**src/rtl/reg_file_3p_if.sv**
```systemverilog
// Bus between the datapath and the 3-port register file: two read ports,
// one write port, plus the ready and debug write-count status lines.
interface reg_file_3p_if #(
  parameter int DATA_W = 32,
  parameter int ADDR_W = 5,
  parameter int CNT_W  = 16
);
  logic [ADDR_W-1:0] regaddr1;
  logic [ADDR_W-1:0] regaddr2;
  logic [ADDR_W-1:0] regaddr3;
  logic              RegWr;
  logic [DATA_W-1:0] wdata;
  logic [DATA_W-1:0] rdata1;
  logic [DATA_W-1:0] rdata2;
  logic              ready;
  logic [CNT_W-1:0]  wr_count;

  modport master (
    output regaddr1, regaddr2, regaddr3, RegWr, wdata,
    input  rdata1, rdata2, ready, wr_count
  );

  modport slave (
    input  regaddr1, regaddr2, regaddr3, RegWr, wdata,
    output rdata1, rdata2, ready, wr_count
  );
endinterface

```
**src/rtl/reg_file_3p.sv**
```systemverilog
// 32x32 MIPS register file: two combinational reads, one synchronous write,
// post-reset clear engine and saturating write counter. Macro: REGFILE_BYPASS_EN.
module reg_file_3p #(
  parameter int DATA_W = 32,
  parameter int ADDR_W = 5,
  parameter int CNT_W  = 16
) (
  input logic          clk,
  input logic          rst_n,
  reg_file_3p_if.slave bus
);
  localparam int DEPTH = 1 << ADDR_W;

  typedef enum logic {CLEAR, RUN} state_t;

  state_t            state, state_nxt;
  logic [ADDR_W-1:0] clr_idx, clr_idx_nxt;
  logic              ready, ready_nxt;
  logic [CNT_W-1:0]  wr_count, wr_count_nxt;
  logic [DATA_W-1:0] regs [DEPTH];
  logic [DATA_W-1:0] rdata1, rdata2;
  logic              wr_req;

  assign wr_req = (state == RUN) && bus.RegWr && (bus.regaddr3 != '0);

  always_ff @(posedge clk) begin
    if (!rst_n) begin
      state    <= CLEAR;
      clr_idx  <= '0;
      ready    <= 1'b0;
      wr_count <= '0;
    end else begin
      state    <= state_nxt;
      clr_idx  <= clr_idx_nxt;
      ready    <= ready_nxt;
      wr_count <= wr_count_nxt;
    end
  end

  always_comb begin
    state_nxt    = state;
    clr_idx_nxt  = clr_idx;
    ready_nxt    = ready;
    wr_count_nxt = wr_count;
    case (state)
      CLEAR: begin
        clr_idx_nxt = clr_idx + ADDR_W'(1);
        if (&clr_idx) begin
          state_nxt = RUN;
          ready_nxt = 1'b1;
        end
      end
      RUN: begin
        // Counter holds at all-ones instead of wrapping.
        if (wr_req && (wr_count != '1)) begin
          wr_count_nxt = wr_count + CNT_W'(1);
        end
      end
      default: state_nxt = CLEAR;
    endcase
  end

  // The array has no reset of its own; the clear engine owns it until RUN.
  always_ff @(posedge clk) begin
    if (rst_n) begin
      if (state == CLEAR) begin
        regs[clr_idx] <= '0;
      end else if (wr_req) begin
        regs[bus.regaddr3] <= bus.wdata;
      end
    end
  end

  always_comb begin
    rdata1 = '0;
    if ((state == RUN) && (bus.regaddr1 != '0)) begin
      rdata1 = regs[bus.regaddr1];
`ifdef REGFILE_BYPASS_EN
      if (wr_req && (bus.regaddr1 == bus.regaddr3)) begin
        rdata1 = bus.wdata;
      end
`endif
    end
  end

  always_comb begin
    rdata2 = '0;
    if ((state == RUN) && (bus.regaddr2 != '0)) begin
      rdata2 = regs[bus.regaddr2];
`ifdef REGFILE_BYPASS_EN
      if (wr_req && (bus.regaddr2 == bus.regaddr3)) begin
        rdata2 = bus.wdata;
      end
`endif
    end
  end

  assign bus.rdata1   = rdata1;
  assign bus.rdata2   = rdata2;
  assign bus.ready    = ready;
  assign bus.wr_count = wr_count;
endmodule
```
**src/flat_wrapper.sv**
```systemverilog
// flat-port wrapper written by rule: the top's interface ports become plain ports
module reg_file_3p_flat 
#(
  parameter int DATA_W = 32,
  parameter int ADDR_W = 5,
  parameter int CNT_W  = 16
)
  (clk, rst_n, bus_regaddr1, bus_regaddr2, bus_regaddr3, bus_RegWr, bus_wdata, bus_rdata1, bus_rdata2, bus_ready, bus_wr_count);
  reg_file_3p_if #(.DATA_W(DATA_W), .ADDR_W(ADDR_W), .CNT_W(CNT_W)) bus_i ();
  input logic clk;
  input logic rst_n;
  input wire logic [$bits(bus_i.regaddr1)-1:0] bus_regaddr1;
  input wire logic [$bits(bus_i.regaddr2)-1:0] bus_regaddr2;
  input wire logic [$bits(bus_i.regaddr3)-1:0] bus_regaddr3;
  input wire logic [$bits(bus_i.RegWr)-1:0] bus_RegWr;
  input wire logic [$bits(bus_i.wdata)-1:0] bus_wdata;
  output wire logic [$bits(bus_i.rdata1)-1:0] bus_rdata1;
  output wire logic [$bits(bus_i.rdata2)-1:0] bus_rdata2;
  output wire logic [$bits(bus_i.ready)-1:0] bus_ready;
  output wire logic [$bits(bus_i.wr_count)-1:0] bus_wr_count;
  assign bus_i.regaddr1 = bus_regaddr1;
  assign bus_i.regaddr2 = bus_regaddr2;
  assign bus_i.regaddr3 = bus_regaddr3;
  assign bus_i.RegWr = bus_RegWr;
  assign bus_i.wdata = bus_wdata;
  assign bus_rdata1 = bus_i.rdata1;
  assign bus_rdata2 = bus_i.rdata2;
  assign bus_ready = bus_i.ready;
  assign bus_wr_count = bus_i.wr_count;
  reg_file_3p #(.DATA_W(DATA_W), .ADDR_W(ADDR_W), .CNT_W(CNT_W)) u_core (.clk(clk), .rst_n(rst_n), .bus(bus_i));
endmodule
```
**config.mk**
```make
export PLATFORM = sky130hd
export DESIGN_NAME = reg_file_3p_flat
export DESIGN_NICKNAME = d
export VERILOG_FILES = /design/src/rtl/reg_file_3p_if.sv /design/src/rtl/reg_file_3p.sv /design/src/flat_wrapper.sv
export SDC_FILE = /design/constraint.sdc
export NUM_CORES = 1
export LEC_CHECK = 0
export CAP_MARGIN = 20
export CORE_AREA = 3 3 546 331
export DETAILED_ROUTE_END_ITERATION = 8
export DIE_AREA = 0 0 549 334
export PLACE_DENSITY_LB_ADDON = 0.1
export SETUP_SLACK_MARGIN = 0.5
export SKIP_CTS_REPAIR_TIMING = 1
export SYNTH_ARGS = -nofsm -noshare
export SYNTH_HDL_FRONTEND = slang
export SYNTH_SLANG_ARGS = --single-unit
```
**constraint.sdc**
```tcl
create_clock -name clk -period 3.3 [get_ports clk]
set_clock_uncertainty 0.1 [all_clocks]
set_input_delay 0.33 -clock clk [delete_from_list [all_inputs] [get_ports clk]]
set_output_delay 0.33 -clock clk [all_outputs]
set_load 0.05 [all_outputs]
```
==> impl_table.tex, run 1 <==
\begin{tabular}{lr}
\hline
Metric & Value \\
\hline
\multicolumn{2}{l}{\textbf{Pwr}} \\
Peak supply drop & between 0.4 and 0.5 mV \\
Sequential share of power & 0.504 \\
Part of the power in the clock network & 0.432 \\
Switching Share & 0.228 \\
Leakage & 19.0 nW \\
Pwr per Cell Area & around 450 mW/mm\^{}2 \\
Gate power share & 0.063 \\
Internal power of the cells & between 20 and 25 mW \\
Net switching power & approximately 6.5 mW \\
\multicolumn{2}{l}{\textbf{CTS}} \\
Clock-pin slew reported for the worst setup and hold paths after clock tree synthesis & 0.06 ns \\
CTS H-tree lvls & 3 \\
CTS tree & done \\
Root Buffer Master & clkbuf\_16 \\
Total clock buffers created by CTS & 109 \\
Clock latency on the worst-skew pair & around 0.73 ns \\
Number of sinks handled by clock tree synthesis & 1,047 \\
Clock Tree Buf Depth & 3 \\
\multicolumn{2}{l}{\textbf{Floorplanning}} \\
Die outline width & 549 um \\
Vertical extent of the die & roughly 330 um \\
Die Outline Area & around 0.18 sq mm \\
Core Footprint & about 0.18 sq mm \\
Starting Density & 0.281 \\
Number of primary I/O pins & roughly 130 \\
Num rows & 119 \\
\multicolumn{2}{l}{\textbf{Global route}} \\
Global-route wire length before repair & 252,000 um \\
Pin count of the biggest net entering global routing & 76 \\
GRT Residual Overflow & 0 \\
Via count of the first global-routing pass & $\sim$31,000 \\
Antenna violations before repair & 5 \\
Overall Global Routing Usage & 0.196 \\
\multicolumn{2}{l}{\textbf{Status}} \\
Outcome & finished clean \\
\multicolumn{2}{l}{\textbf{Detailed routing}} \\
Number of design rule violations left after detail routing & 0 \\
Detail Route Antenna Nets & 0 \\
DRC marker count from the first detailed-route iteration & approximately 2,800 \\
Drt pass-1 iters & 5 \\
Via count & between 20,000 and 30,000 \\
Ratio of routed vias to standard cells & 5.44 \\
Routed wire length & 187,000 um \\
WL per Instance & 34.0 um \\
\multicolumn{2}{l}{\textbf{Logic synthesis}} \\
Average cell area after synthesis & between 15 and 20 sq um \\
Most instantiated flip-flop cell in the synthesis netlist & edfxtp\_1 \\
Synth Register Bits & between 1,000 and 1,500 \\
Post-synthesis cell area & between 0.04 and 0.05 sq mm \\
Synthesized netlist net count & roughly 2,700 \\
Warnings from Yosys & 0 \\
Sequential cell area fraction in the yosys report & 0.634 \\
Number of synthesized flops with an enable pin & just over 1,000 \\
Share of synthesized registers carrying an async set or reset & 0 \\
Cell count after synthesis & about 2,700 \\
Synth unique cells & between 60 and 70 \\
\multicolumn{2}{l}{\textbf{Finish}} \\
Final \#Nets & a little over 3,000 \\
Layout cells sized above 1 & 0.427 \\
Layout overhead on the synthesized area & 28.6\% \\
Total of fill cells in the finished design & 16,200 \\
Area of all placed cells without fillers & roughly 0.063 sq mm \\
\multicolumn{2}{l}{\textbf{STA}} \\
Final min period & about 3.2 ns \\
TNS Setup & 0 ns \\
Fraction of the cycle the final worst path needs & 0.977 \\
Endpoints failing hold & 0 \\
Unrepaired setup endpoints after global routing & true \\
Remaining max-slew budget at the tightest pin & 0.246 \\
Max Freq & around 0.31 GHz \\
\# setup viols final & 0 \\
Least-Margin Pin Slew & 1.13 ns \\
Number of slew-limit violations in the final report & 0 \\
\multicolumn{2}{l}{\textbf{Worst setup path}} \\
Sort of element at the start of the critical path & flop \\
Data required, critical path & roughly 2.9 ns \\
Maximum fanout count along the critical path & 13 \\
Data arrival at the endpoint of the critical path & around 2.8 ns \\
Kind of end point of the critical path & output port \\
Class of the most critical setup path & flop to output port \\
\multicolumn{2}{l}{\textbf{Place}} \\
Half-perimeter wire length of the detailed placement result & 114,000 um \\
Number of input and output port buffers inserted & 130 \\
RePlAce Congestion & 0.804 \\
Placement Cell Area & approximately 0.057 sq mm \\
\multicolumn{2}{l}{\textbf{Job}} \\
Number of max-cap violations & 0 \\
\multicolumn{2}{l}{\textbf{Worst hold path}} \\
Path category of the worst min-delay check & primary input to flop \\
\hline
\end{tabular}
flip-flops by register name (all words and copies together), names as in the netlist:
register / count
u_core.bus.ready: 1
u_core.bus.wr_count: 16
u_core.clr_idx: 5
u_core.regs: 1024
u_core.state: 1
final timing paths:
| path | start | endpoint | slack (ns) | cells past startpoint |
|---|---|---|---|---|
| setup / recovery | u_core.state$_SDFF_PN0_ | bus_rdata2[18] | 0.08 | 8 |
| hold / removal | rst_n | u_core.bus.wr_count[6]$_SDFFE_PN0P_ | 0.34 | 4 |
| setup reg to reg | u_core.state$_SDFF_PN0_ | u_core.regs[0][2]$_DFFE_PP_ | 0.69 | 7 |
| hold reg to reg | u_core.bus.ready$_SDFFE_PN0P_ | u_core.bus.ready$_SDFFE_PN0P_ | 0.42 | 2 |
critical path, stage by stage (launching register included):
cell,delay (ns)
dfxtp_4,0.35
buf_12,0.14
nor4bb_4,0.16
buf_4,0.17
buf_6,0.19
a221oi_4,0.43
nand3_2,0.21
buf_6,0.18
buf_12,0.13
layout make-up:
type	count	area, sq um	share of cell area
Antenna cell	4	10.0	0.000158
Clock buffer	138	2920	0.0461
Clock inverter	63	568	0.00897
Inverter	5	18.8	0.000296
Multi-Input combinational cell	1425	19100	0.302
Sequential cell	1047	31200	0.493
Tap cell	2359	2950	0.0466
Timing Repair Buffer	471	6510	0.103
per-stage QoR:
step	total power [mW]	utilization	cells	worst slack, ns	hold slack [ns]
CTS	29.1	0.342	5443	-1.01	0.264
finish	28.8	0.361	5512	0.0769	0.343
detailed placement	16.5	0.322	5242	-0.320	0.418
floorplan	15.8	-	2694	0.0164	0.455
global route	29.7	0.361	5509	0.00191	0.304
global placement	16.5	0.321	5237	-0.527	0.410
cells by family (layout without fill, tap and decap cells):
| group | Yosys count | after routing | synth area share |
|---|---|---|---|
| xor gates and xnor gates | 16 | 16 | 0.00285 |
| buffers and inverters | 222 | 677 | 0.0291 |
| AOI/OAI and AO/OA | 319 | 319 | 0.0486 |
| DFF | 1047 | 1047 | 0.634 |
| other | 0 | 4 | 0 |
| adders and majority gates | 3 | 3 | 0.000762 |
| muxes | 675 | 675 | 0.242 |
| and+or+nand+nor | 412 | 412 | 0.0433 |
routing by layer:
metal	wire length [um]	global-route usage
met3	10400	0.0360
met1	86200	0.280
met5	0	0
met2	85600	0.305
met4	5140	0.0566
power by group through the flow:
stage | Sequential (mW) | Clock, mW | Combinational, mW
floorplan | 14.8 | 0 | 1.04
global placement | 14.8 | 0 | 1.75
CTS | 14.5 | 12.8 | 1.76
detailed placement | 14.8 | 0 | 1.76
finish | 14.5 | 12.4 | 1.81
global route | 14.5 | 13.3 | 1.90
Yosys cell counts (61+ instances only):
| cell | count | area, sq um |
|---|---|---|
| mux2_2 | 125 | 1410 |
| mux2i_1 | 165 | 1650 |
| nand2_1 | 72 | 270 |
| nor2_1 | 92 | 345 |
| o21ai_0 | 70 | 350 |
| edfxtp_1 | 1024 | 30700 |
| clkbuf_1 | 71 | 267 |
| mux4_2 | 337 | 7590 |
| buf_2 | 75 | 375 |
| a221oi_1 | 125 | 1090 |
| nand3_1 | 73 | 365 |
| nor2b_1 | 61 | 382 |
placed cells by master (no fill, tap or decap), types with 10 or more instances in the layout:
cell type	instances
buf_8	17
a221oi_1	46
nor3_4	15
a2111oi_2	11
a221oi_4	40
clkinv_1	24
nor2_1	42
a221oi_2	39
edfxtp_1	1024
clkbuf_1	25
clkdlybuf4s50_1	60
a211oi_1	37
nor2_4	43
nor3_2	11
mux4_2	348
o21ai_0	35
nand3_4	16
a2111oi_4	16
nor2b_1	46
clkbuf_16	123
clkinv_2	18
o21ai_2	13
buf_12	177
buf_4	165
xnor2_1	12
dfxtp_1	22
o22ai_1	28
o21ai_1	21
nand3_2	46
nand2_1	70
mux2_2	125
mux4_1	36
nor3_1	10
and2_1	33
nand3_1	11
mux2i_1	164
buf_6	33
(Power assumes the default switching activity.)
==> run 2, diff against run 1 <==
Settings changed: CTS_BUF_LIST set to sky130_fd_sc_hd__clkbuf_2.
==> impl_table.tex, run 2 (same netlist as run 1, synthesis figures left out) <==
\begin{tabular}{lr}
\hline
Metric & Value \\
\hline
\multicolumn{2}{l}{\textbf{Global route}} \\
GRT Residual Overflow & 0 (unchanged) \\
Overall Global Routing Usage & 0.198 (was 0.196) \\
Antenna violations before repair & 2 (was 5) \\
Via count of the first global-routing pass & 32,200 (was 30,700) \\
Global-route wire length before repair & 256,000 um (was 252,000 um) \\
Pin count of the biggest net entering global routing & 76 (unchanged) \\
\multicolumn{2}{l}{\textbf{Finish}} \\
Layout overhead on the synthesized area & 25.8\% (was 28.6\%) \\
Leading registers by flop count & u\_core.regs (1024), u\_core.bus.wr\_count (16), u\_core.clr\_idx (5) (unchanged) \\
Top library cells by usage in the layout, fill and taps aside & edfxtp\_1, clkbuf\_2, mux4\_2 (was edfxtp\_1, mux4\_2, buf\_12) \\
Number of flip-flops under the largest register name & 1,024 (unchanged) \\
Total of fill cells in the finished design & 16,500 (was 16,200) \\
Final \#Nets & 3,318 (was 3,112) \\
Most common cell after layout, fill and taps aside & edfxtp\_1 (unchanged) \\
Post-layout instance count excluding filler cells & 5,790 (was 5,512) \\
Layout cells sized above 1 & 0.459 (was 0.427) \\
Top register by number of flip-flops & u\_core.regs (unchanged) \\
Area of all placed cells without fillers & 0.0620 sq mm (was 0.0633 sq mm) \\
\multicolumn{2}{l}{\textbf{STA}} \\
Unrepaired setup endpoints after global routing & true (unchanged) \\
Remaining max-slew budget at the tightest pin & 0.234 (was 0.246) \\
Final min period & 3.94 ns (was 3.22 ns) \\
\# setup viols final & 64 (was 0) \\
Number of slew-limit violations in the final report & 0 (unchanged) \\
Fraction of the cycle the final worst path needs & 1.19 (was 0.977) \\
Post-route worst setup slack & -0.635 ns (was 0.0769 ns) \\
Max Freq & 0.254 GHz (was 0.310 GHz) \\
Least-Margin Pin Slew & 1.15 ns (was 1.13 ns) \\
Endpoints failing hold & 0 (unchanged) \\
\multicolumn{2}{l}{\textbf{Detailed routing}} \\
Ratio of routed vias to standard cells & 5.37 (was 5.44) \\
WL per Instance & 33.0 um (was 34.0 um) \\
Number of design rule violations left after detail routing & 0 (unchanged) \\
Drt pass-1 iters & 6 (was 5) \\
Routed wire length & 191,000 um (was 187,000 um) \\
Detail Route Antenna Nets & 0 (unchanged) \\
Via count & 31,100 (was 30,000) \\
DRC marker count from the first detailed-route iteration & 2,602 (was 2,773) \\
\multicolumn{2}{l}{\textbf{Floorplanning}} \\
Starting Density & 0.281 (unchanged) \\
Die outline width & 549 um (unchanged) \\
Die Outline Area & 0.183 sq mm (unchanged) \\
Number of primary I/O pins & 131 (unchanged) \\
Vertical extent of the die & 334 um (unchanged) \\
Core Footprint & 0.176 sq mm (unchanged) \\
Num rows & 119 (unchanged) \\
\multicolumn{2}{l}{\textbf{Worst setup path}} \\
Sort of element at the start of the critical path & flop (unchanged) \\
Data arrival at the endpoint of the critical path & 3.51 ns (was 2.79 ns) \\
Data required, critical path & 2.87 ns (about the same) \\
Kind of end point of the critical path & output port (unchanged) \\
R2R depth & 7 (unchanged) \\
Class of the most critical setup path & flop to output port (unchanged) \\
Maximum fanout count along the critical path & 2 (was 13) \\
\multicolumn{2}{l}{\textbf{Place}} \\
Number of input and output port buffers inserted & 130 (unchanged) \\
Post-placement cell count & 5,242 (unchanged) \\
Placement Cell Area & 0.0565 sq mm (unchanged) \\
RePlAce Congestion & 0.804 (unchanged) \\
Post-placement setup slack & -0.320 ns (unchanged) \\
Half-perimeter wire length of the detailed placement result & 114,000 um (unchanged) \\
\multicolumn{2}{l}{\textbf{CTS}} \\
CTS tree & done (unchanged) \\
Clock latency on the worst-skew pair & 1.38 ns (was 0.73 ns) \\
Total clock buffers created by CTS & 276 (was 109) \\
Clock-pin slew reported for the worst setup and hold paths after clock tree synthesis & 0.10 ns (was 0.06 ns) \\
CTS H-tree lvls & 5 (was 3) \\
Root Buffer Master & clkbuf\_2 (was clkbuf\_16) \\
Clock Tree Buf Depth & 4 (was 3) \\
Number of sinks handled by clock tree synthesis & 1,047 (unchanged) \\
\multicolumn{2}{l}{\textbf{Pwr}} \\
Internal power of the cells & 18.7 mW (was 22.2 mW) \\
Net switching power & 6.69 mW (was 6.54 mW) \\
Switching Share & 0.264 (was 0.228) \\
Peak supply drop & 0.194 mV (was 0.412 mV) \\
Part of the power in the clock network & 0.356 (was 0.432) \\
Leakage & 19.1 nW (was 19.0 nW) \\
Sequential share of power & 0.572 (was 0.504) \\
Gate power share & 0.072 (was 0.063) \\
Pwr per Cell Area & 409 mW/mm\^{}2 (was 454 mW/mm\^{}2) \\
\multicolumn{2}{l}{\textbf{Worst hold path}} \\
Hold Crit Depth & 7 (was 4) \\
Path category of the worst min-delay check & primary input to flop (unchanged) \\
\multicolumn{2}{l}{\textbf{Status}} \\
Outcome & finished, violations left (was finished clean) \\
Failing checks & setup timing \\
\multicolumn{2}{l}{\textbf{Job}} \\
Number of max-cap violations & 0 (unchanged) \\
\hline
\end{tabular}
[run 2: stage by stage]
stage / utilization / hold slack, ns / setup TNS (ns) / total power, mW
6_report: 0.353 / 0.141 / -28.05 / 25.3
3_5_place_dp: 0.322 / 0.418 / -1.21 / 16.5
5_1_grt: 0.353 / 0.0116 / -44.60 / 26.6
2_1_floorplan: - / 0.455 / 0 / 15.8
3_3_place_gp: 0.321 / 0.410 / -1.87 / 16.5
4_1_cts: 0.335 / -0.593 / -71.87 / 25.7
[run 2: routing by layer]
layer	up-vias	wire length (um)	share of wire	GRT usage
li1	12700	-	-	-
met1	16700	86200	0.45	0.277
met2	1302	86300	0.45	0.307
met3	347	12300	0.064	0.0428
met4	0	6180	0.032	0.0652
met5	-	0	0	0
[run 2: cell type report]
type	count	area, sq um	share of cell area
inverters	5	18.8	0.000303
clock buffers	369	1850	0.0298
well taps	2359	2950	0.0476
clock inverters	74	433	0.00699
multi-input cells	1425	18700	0.302
repair buffers	510	6810	0.110
diodes	1	2.50	0.0000404
flip-flops and latches	1047	31200	0.504
[run 2: critical path, cell delays in order, from the launching register on]
cell and delay [ns]:
edfxtp_1 0.41, mux4_2 0.46, and2b_2 0.24, a2111oi_2 0.05
a221oi_4 0.37, nand3_2 0.22, buf_6 0.18, buf_12 0.13
[run 2: worst paths after layout]
| path | from | to | slack [ns] |
|---|---|---|---|
| setup reg to reg | u_core.state$_SDFF_PN0_ | u_core.regs[14][2]$_DFFE_PP_ | 0.60 |
| hold / removal | bus_RegWr | u_core.bus.wr_count[14]$_SDFFE_PN0P_ | 0.14 |
| setup / recovery | u_core.regs[30][18]$_DFFE_PP_ | bus_rdata2[18] | -0.64 |
| hold reg to reg | u_core.bus.ready$_SDFFE_PN0P_ | u_core.bus.ready$_SDFFE_PN0P_ | 0.42 |
[run 2: power groups by stage]
stage	Clock, mW	Combinational [mW]	Sequential [mW]
after floorplan	0	1.04	14.8
after global placement	0	1.75	14.8
after detailed placement	0	1.76	14.8
after CTS	9.49	1.76	14.5
after global routing	10.1	1.91	14.5
final	9.03	1.82	14.5
